===== src/rtl/fetch_decode_execute.sv =====
// rtl/fetch_decode_execute.sv - fetch PC, decode fields + register file, execute ALU with forwarding
module fetch_decode_execute #(
  parameter int WIDTH            = 32,
  parameter int REGNUM           = 16,
  parameter int ADDRESSWIDTH     = 4,
  parameter int OPCODEWIDTH      = 4,
  parameter int INSTRUCTIONWIDTH = 24
) (
  input  logic                        clock,
  input  logic                        reset,
  input  logic                        fetch_en,
  input  logic                        take_branch,
  input  logic [WIDTH-1:0]            new_pc,
  output logic [WIDTH-1:0]            pc,
  output logic [WIDTH-1:0]            pc_plus1,
  input  logic [INSTRUCTIONWIDTH-1:0] instr,
  input  logic                        wb_we,
  input  logic [ADDRESSWIDTH-1:0]     wb_addr,
  input  logic [WIDTH-1:0]            wb_data,
  output logic [WIDTH-1:0]            rd1_data,
  output logic [WIDTH-1:0]            rd2_data,
  output logic [WIDTH-1:0]            imm,
  output logic [ADDRESSWIDTH-1:0]     rd_addr,
  output logic [ADDRESSWIDTH-1:0]     rs1_addr,
  output logic [ADDRESSWIDTH-1:0]     rs2_addr,
  output logic [OPCODEWIDTH-1:0]      opcode,
  input  logic [WIDTH-1:0]            e_rd1,
  input  logic [WIDTH-1:0]            e_rd2,
  input  logic [WIDTH-1:0]            e_imm,
  input  logic [WIDTH-1:0]            fwd_m,
  input  logic [WIDTH-1:0]            fwd_wb,
  input  logic [2:0]                  alu_ctrl,
  input  logic                        src2_imm,
  input  logic [1:0]                  fwd1_sel,
  input  logic [1:0]                  fwd2_sel,
  output logic [WIDTH-1:0]            reg2_final,
  output logic [WIDTH-1:0]            alu_out,
  output logic                        n,
  output logic                        z,
  output logic                        v,
  output logic                        c
);

  localparam logic [ADDRESSWIDTH-1:0] PCREG = ADDRESSWIDTH'(15);

  logic [WIDTH-1:0] regFile [REGNUM];
  logic [WIDTH-1:0] aOp;
  logic [WIDTH-1:0] bOp;
  logic [WIDTH:0]   addSum;
  logic [WIDTH:0]   subDiff;

  // PC register: branch target or sequential, only when fetch is enabled
  always_ff @(posedge clock) begin
    if (reset) begin
      pc <= '0;
    end else if (fetch_en) begin
      pc <= take_branch ? new_pc : pc_plus1;
    end
  end

  assign pc_plus1 = pc + WIDTH'(1);

  assign opcode   = instr[23:20];
  assign rd_addr  = instr[19:16];
  assign rs1_addr = instr[15:12];
  assign rs2_addr = instr[11:8];
  assign imm      = {{(WIDTH-12){instr[11]}}, instr[11:0]};

  // Register file write; R15 is the PC alias so it is never stored
  always_ff @(posedge clock) begin
    if (reset) begin
      for (int i = 0; i < REGNUM; i++) begin
        regFile[i] <= '0;
      end
    end else if (wb_we && (wb_addr != PCREG)) begin
      regFile[wb_addr] <= wb_data;
    end
  end

  // Register reads: R15 returns pc_plus1, otherwise bypass a same-cycle write
  always_comb begin
    rd1_data = regFile[rs1_addr];
    rd2_data = regFile[rs2_addr];
    if (rs1_addr == PCREG) begin
      rd1_data = pc_plus1;
    end else if (wb_we && (wb_addr == rs1_addr)) begin
      rd1_data = wb_data;
    end
    if (rs2_addr == PCREG) begin
      rd2_data = pc_plus1;
    end else if (wb_we && (wb_addr == rs2_addr)) begin
      rd2_data = wb_data;
    end
  end

  // Operand forwarding muxes and immediate select
  always_comb begin
    case (fwd1_sel)
      2'b01:   aOp = fwd_wb;
      2'b10:   aOp = fwd_m;
      default: aOp = e_rd1;
    endcase
    case (fwd2_sel)
      2'b01:   reg2_final = fwd_wb;
      2'b10:   reg2_final = fwd_m;
      default: reg2_final = e_rd2;
    endcase
    bOp = src2_imm ? e_imm : reg2_final;
  end

  assign addSum  = {1'b0, aOp} + {1'b0, bOp};
  assign subDiff = {1'b0, aOp} + {1'b0, ~bOp} + (WIDTH + 1)'(1);

  // ALU result and flags; carry/overflow only meaningful for add and sub
  always_comb begin
    alu_out = '0;
    c = 1'b0;
    v = 1'b0;
    case (alu_ctrl)
      3'b000: begin
        alu_out = addSum[WIDTH-1:0];
        c = addSum[WIDTH];
        v = (aOp[WIDTH-1] == bOp[WIDTH-1]) && (addSum[WIDTH-1] != aOp[WIDTH-1]);
      end
      3'b001: begin
        alu_out = subDiff[WIDTH-1:0];
        c = subDiff[WIDTH];
        v = (aOp[WIDTH-1] != bOp[WIDTH-1]) && (subDiff[WIDTH-1] != aOp[WIDTH-1]);
      end
      3'b010:  alu_out = aOp & bOp;
      3'b011:  alu_out = aOp | bOp;
      3'b100:  alu_out = aOp ^ bOp;
      3'b101:  alu_out = aOp << bOp[4:0];
      3'b110:  alu_out = aOp >> bOp[4:0];
      default: alu_out = bOp;
    endcase
    n = alu_out[WIDTH-1];
    z = (alu_out == '0);
  end

endmodule


===== config.mk =====
export PLATFORM = sky130hd
export DESIGN_NAME = fetch_decode_execute
export DESIGN_NICKNAME = d
export VERILOG_FILES = /design/src/rtl/fetch_decode_execute.sv
export SDC_FILE = /design/constraint.sdc
export NUM_CORES = 2
export LEC_CHECK = 0
export BUFFER_PORTS_ARGS = -buffer_cell sky130_fd_sc_hd__buf_2
export CAP_MARGIN = 20
export CELL_PAD_IN_SITES_DETAIL_PLACEMENT = 0
export CELL_PAD_IN_SITES_GLOBAL_PLACEMENT = 1
export CORE_MARGIN = 4
export CORE_UTILIZATION = 25
export DETAILED_ROUTE_END_ITERATION = 8
export PLACE_DENSITY = 0.55
export SYNTH_ARGS = -nofsm -noshare
export SYNTH_HDL_FRONTEND = slang
export SYNTH_SLANG_ARGS = --single-unit

===== constraint.sdc =====
create_clock -name clock -period 8.6 [get_ports clock]
set_clock_uncertainty 0.2 [all_clocks]
set_input_delay 1.72 -clock clock [delete_from_list [all_inputs] [get_ports clock]]
set_output_delay 1.72 -clock clock [all_outputs]
set_load 0.005 [all_outputs]

# After elaboration in Yosys (flattened, before gate mapping)

Memories as Yosys holds them, arrays and structs flattened.
Cells that the tools add are included.

Eq/ne operators: 19
Shift operators: 2
Mux-type cells: 19
Bitwise logic cells: 4
Reductions and logical operators: 8
Add/sub/neg operators: 4

Operator list:

| operator                | count |
|---|---|
| $mux W32                | 7 |
| $pmux W32 S7            | 1 |
| $pmux W32 S2            | 2 |
| $add A32 B32 Y33        | 2 |
| $add A33 B1 Y33 const B | 1 |
| $add A32 B1 Y32 const B | 1 |
| $and A32 B32 Y32        | 1 |
| $logic_not A32 Y1       | 1 |
| $not A32 Y32            | 1 |
| $or A32 B32 Y32         | 1 |
| $reduce_or A32 Y1       | 1 |
| $shl A32 B5 Y32         | 1 |
| $shr A32 B5 Y32         | 1 |
| $xor A32 B32 Y32        | 1 |
| $eq A3 B3 Y1 const B    | 3 |
| $eq A4 B4 Y1            | 2 |
| $eq A4 B4 Y1 const B    | 2 |
| $eq A3 B2 Y1 const B    | 2 |
| $mux W1                 | 6 |
| $logic_and A1 B1 Y1     | 5 |
| $eq A2 B1 Y1 const B    | 2 |
| $eq A2 B2 Y1 const B    | 2 |
| $mux W4                 | 1 |
| $ne A4 B4 Y1 const B    | 1 |
| 5 further kinds         | 8 |

Memories kept: 1
Input bits: 265
RAM bits: 512
Register bits after elaboration: 32

Memories:

| name    | depth | width | read ports | clocked after Yosys merged registers in | wr ports | line | text |
|---|---|---|---|---|---|---|---|
| regFile | 16    | 32    | 2          | 0                                       | 16       | 46   | `logic [WIDTH-1:0] regFile [REGNUM];` |

# Longest topological paths before layout

Depth after elaboration: 9
Depth in mapped cells: 25

# Least setup slack after synthesis

Ideal clock, no wire load.

Kind: in2out
From: input fwd2_sel[0]
To: output z
Required time: 6.680 ns
Buffers on the path: 5
Stages: 25
Setup slack: -0.647 ns
Arrival time: 7.327 ns
Cell sequence: inv_1 > ha_1 > buf_2 > nand2b_1 > o221ai_4 > inv_2 > buf_6 > buf_6 > buf_2 > buf_2 > ha_1 > inv_1 > fa_1 > o21ba_2 > or4_1 > a21boi_0 > o21bai_1 > a211oi_1 > o21bai_1 > a21oi_1 > mux2i_1 > o32a_1 > or4_1 > or4b_1 > nor4_2

Longest elaborated chain between the ends: 8
Elaborated cells on any way between the ends: 15

RTL lines:

| element                                      | line | text |
|---|---|---|
| from (decl)                                  | 35   | `input logic [1:0] fwd2_sel,` |
| $eq A2 B2 Y1 or $eq A2 B1 Y1 (tied branches) | 103  | `case (fwd2_sel)` |
| $pmux W32 S2 (*)                             | 103  |  |
| $mux W32 (*)                                 | 108  | `bOp = src2_imm ? e_imm : reg2_final;` |
| $not A32 Y32                                 | 112  | `assign subDiff = {1'b0, aOp} + {1'b0, ~bOp} + (WIDTH + 1)'(1);` |
| $add A32 B32 Y33                             | 112  |  |
| $add A33 B1 Y33                              | 112  |  |
| $pmux W32 S7 (*)                             | 119  | `case (alu_ctrl)` |
| named net alu_out[24]                        | 37   | `output logic [WIDTH-1:0] alu_out,` |
| $logic_not A32 Y1 (*)                        | 138  | `z = (alu_out == '0);` |
| to (decl)                                    | 39   | `output logic z,` |

The timed path passes the listed nets; every way through them passes the cells marked *.

# Worst setup path in the final report

From: input fwd2_sel[0]
To: output z

Longest elaborated chain between the ends: 8
Elaborated cells on any way between the ends: 15

RTL lines:

| element                                      | line |
|---|---|
| $eq A2 B2 Y1 or $eq A2 B1 Y1 (tied branches) | 103 |
| $pmux W32 S2 (*)                             | 103 |
| $mux W32 (*)                                 | 108 |
| $not A32 Y32                                 | 112 |
| $add A32 B32 Y33                             | 112 |
| $add A33 B1 Y33                              | 112 |
| $pmux W32 S7 (*)                             | 119 |
| $logic_not A32 Y1 (*)                        | 138 |

Mark *: on every way between the ends. The rest lies on a longest branch, timed or not.

==> impl_metrics.ini <==
[outcome]
status = finished, violations left
failing_checks = setup timing

[synthesis]
synth_warnings = 0
synth_ff_type = sky130_fd_sc_hd__edfxtp_1
synthesis_stage_register_bit_count = 544
seq_area_frac_synth_pct = 39.1
synthMostInstantiatedCell = sky130_fd_sc_hd__edfxtp_1
syn_avg_cell_area_um2 = 10.9
number_of_distinct_library_cells_after_synthesis = 84
synth_enable_flop_cells = 512
postSynth.asyncResetShare_pct = 0
synth_top_cell_by_area = sky130_fd_sc_hd__edfxtp_1
syn-instance-count = 3767
yosys-top-cells-area = sky130_fd_sc_hd__edfxtp_1, sky130_fd_sc_hd__mux4_2, sky130_fd_sc_hd__and2_1
synth.cells.most_frequent = sky130_fd_sc_hd__edfxtp_1, sky130_fd_sc_hd__and2_1, sky130_fd_sc_hd__mux4_2, sky130_fd_sc_hd__nor2_1, sky130_fd_sc_hd__clkbuf_1
synthDominantCellAreaShare_pct = 37.6
syn_area_um2 = 40900

[setup_path]
reg2reg_depth = 11
reg2reg_to = pc[31]
worst_ep_required_time_ns = 6.68
worst_path_max_delay_cell = sky130_fd_sc_hd__or3b_2
critPathMostFrequentCell = sky130_fd_sc_hd__buf_4
worst-path-max-fanout = 7
critPathLaunchType = primary input
data_arrival_time_at_the_worst_slack_endpoint_ns = 6.84
reg2reg_setup_slack_ns = 3.87
crit_path_max_incr_delay_ns = 0.45
timing_worst_setup_path_type = primary input to output port
worst_setup_end_kind = output port
r2r_start = pc[0]

[drt]
wire_per_inst_um = 29.5
wirelength_um = 199000
met2_length_um = 90100
vias = 36000
drt_iter0_drc = 4225
vias_per_cell = 5.33
final_antenna_net_count = 0
highest-signal-layer = met5
wl_met3_um = 16000
drc = 0
m1WireLength_um = 87400
drtPass1Iterations = 6

[clock_network]
clock_tree.buffer_depth = 3
clk-insertion-delay-late_ns = 0.63
cts.root.buffer_cell = sky130_fd_sc_hd__clkbuf_16
cts_buffers = 55
htree_num_levels = 2
clock_sinks = 544
clock_tree_from_tritoncts = built
cts.clk_slew.worst_paths_ns = 0.06
post_cts_hold_buffer_count = 0

[global_route]
grt_antenna_before_repair = 21
grt.overflow.total = 0
grt_pass1_wl_um = 276000
grt_pass1_vias = 35400
grt_max_degree = 80
grt_util_all_layers_pct = 22.5

[sta]
timing.hold.ws_ns = 0.307
final-setup-viol-count = 1
final_critical_path_setup_slack_ns = -0.164
timing.final.crit_period_ns = 8.76
finalCritPeriodShare_pct = 102
slew_violations = 0
rsz0062_at_grt = true
timing.slew.headroom_pct = 18.7
tightest_slew_ns = 1.22
timing_hold_violations_final = 0
achievable-frequency_mhz = 114

[worst_hold_path]
timing.hold.worst_path_depth = 2
hp-class = register to register
holdPathEnd = pc[31]
hold_start = pc[31]

[job]
drv.max_cap_violation_count = 0

[place]
dpl.hpwl_um = 141000
dpl-instance-area_um2 = 49200
placedCellCount = 6636
buffer_ports.inserted = 476
routabilityCongestion = 0.973
dpl_worst_slack_ns = -0.564

[pwr]
power.static_leakage_nw = 20.1
max-vdd-ir-drop_mv = 0.163
total_power_mw = 8.68
power-per-cell-area_nw_per_um2 = 168

[floorplanning]
pin_count = 509
die_width_um = 413
fp.dieArea_um2 = 170000
initial_core_util_pct = 25.1
die_h_um = 413
core_area_um2 = 163000
std_cell_rows = 148

[finish]
non_filler_instance_count_after_layout = 6755
drive_gt1_share_pct = 35.8
area.growth.synth_to_final_pct = 26.1
fin_area_um2 = 51600
final_net_count = 4911
-- per-stage QoR --
step | util, % | TNS, ns
2_1_floorplan | - | 0
3_3_place_gp | 30.2 | -0.895
3_5_place_dp | 30.2 | -0.989
4_1_cts | 31.5 | -0.0411
5_1_grt | 31.7 | -0.253
6_report | 31.7 | -0.164
-- cells by family (layout without fill, tap and decap cells) --
family | count (synthesis) | in the layout | synth area share, %
buffers and inverters | 516 | 1291 | 5.30
multiplexers | 504 | 504 | 22.2
flip-flops | 544 | 544 | 39.1
other | 1 | 39 | 0.00917
XOR/XNOR | 61 | 61 | 1.31
AO/OA/AOI/OAI | 799 | 799 | 12.9
AND/OR/NAND/NOR | 1229 | 1229 | 15.6
adder cells (fa/ha/maj) | 113 | 113 | 3.49
-- layout by cell type, fill, tap and decap left out, types with 15 or more instances in the layout --
cell type	count
sky130_fd_sc_hd__a211oi_1	33
sky130_fd_sc_hd__a21o_1	15
sky130_fd_sc_hd__a21oi_1	224
sky130_fd_sc_hd__a21oi_2	20
sky130_fd_sc_hd__a22oi_1	93
sky130_fd_sc_hd__a31oi_1	18
sky130_fd_sc_hd__and2_1	488
sky130_fd_sc_hd__and3_1	18
sky130_fd_sc_hd__buf_12	17
sky130_fd_sc_hd__buf_2	469
sky130_fd_sc_hd__buf_4	558
sky130_fd_sc_hd__clkbuf_1	15
sky130_fd_sc_hd__clkbuf_16	56
sky130_fd_sc_hd__conb_1	32
sky130_fd_sc_hd__dfxtp_1	32
sky130_fd_sc_hd__edfxtp_1	512
sky130_fd_sc_hd__ha_1	100
sky130_fd_sc_hd__inv_1	136
sky130_fd_sc_hd__mux2_2	24
sky130_fd_sc_hd__mux2i_1	157
sky130_fd_sc_hd__mux4_2	320
sky130_fd_sc_hd__nand2_1	214
sky130_fd_sc_hd__nand2b_1	19
sky130_fd_sc_hd__nand3_1	54
sky130_fd_sc_hd__nor2_1	278
sky130_fd_sc_hd__nor3_1	25
sky130_fd_sc_hd__o211ai_1	32
sky130_fd_sc_hd__o21ai_0	96
sky130_fd_sc_hd__o21ai_1	20
sky130_fd_sc_hd__o221ai_1	28
sky130_fd_sc_hd__o22ai_1	32
sky130_fd_sc_hd__or2_2	19
sky130_fd_sc_hd__xnor2_1	40
sky130_fd_sc_hd__xor2_1	20
-- registers in the layout, indices dropped and copies added (netlist names) --
name,count
pc,32
regFile,512
-- area by class of cell --
class,instances,area [um^2]
Timing Repair Buffer,1055,7030
Multi-Input combinational cell,2738,23600
Sequential cell,544,16000
Fill cell,16700,111000
Antenna cell,7,17.5
Inverter,139,524
Clock buffer,70,1430
Tap cell,2175,2720
Clock inverter,27,249
-- critical path, delay by kind of cell --
| kind | cells | cell delay (ns) |
|---|---|---|
| and+or+nand+nor | 5 | 1.30 |
| buffers and inverters | 9 | 1.38 |
| adders and majority gates | 2 | 0.58 |
| AOI/OAI and AO/OA | 8 | 1.69 |
| xor gates and xnor gates | 1 | 0.16 |
-- where the power goes --
| group | leakage (nW) | switching, mW | internal (mW) |
|---|---|---|---|
| Combinational | 14.1 | 1.84 | 1.35 |
| Clock | 0.809 | 1.11 | 1.24 |
| Sequential | 5.15 | 0.0805 | 3.05 |
-- metal layers --
layer  vias up  GRT usage, %
met5         -             0
met4         8          5.32
met3       263          4.51
met2      1620          35.0
met1     18500          31.9
li1      15700             -
-- what timing repair did --
action                     in CTS  in global routing
pin swaps                      28                 22
setup endpoints to repair       6                  5
cloned                          0                  1
setup buffers                   5                  7
resized for setup              88                 41
-- worst max-delay path by stage --
stage | startpoint | endpoint | depth (start not counted)
floorplan | fwd2_sel[0] | z | 25
global placement | fwd2_sel[0] | z | 24
detailed placement | fwd2_sel[0] | z | 24
CTS | fwd2_sel[1] | z | 27
global route | fwd2_sel[0] | z | 24
finish | fwd2_sel[0] | z | 25
(Power assumes the default switching activity.)
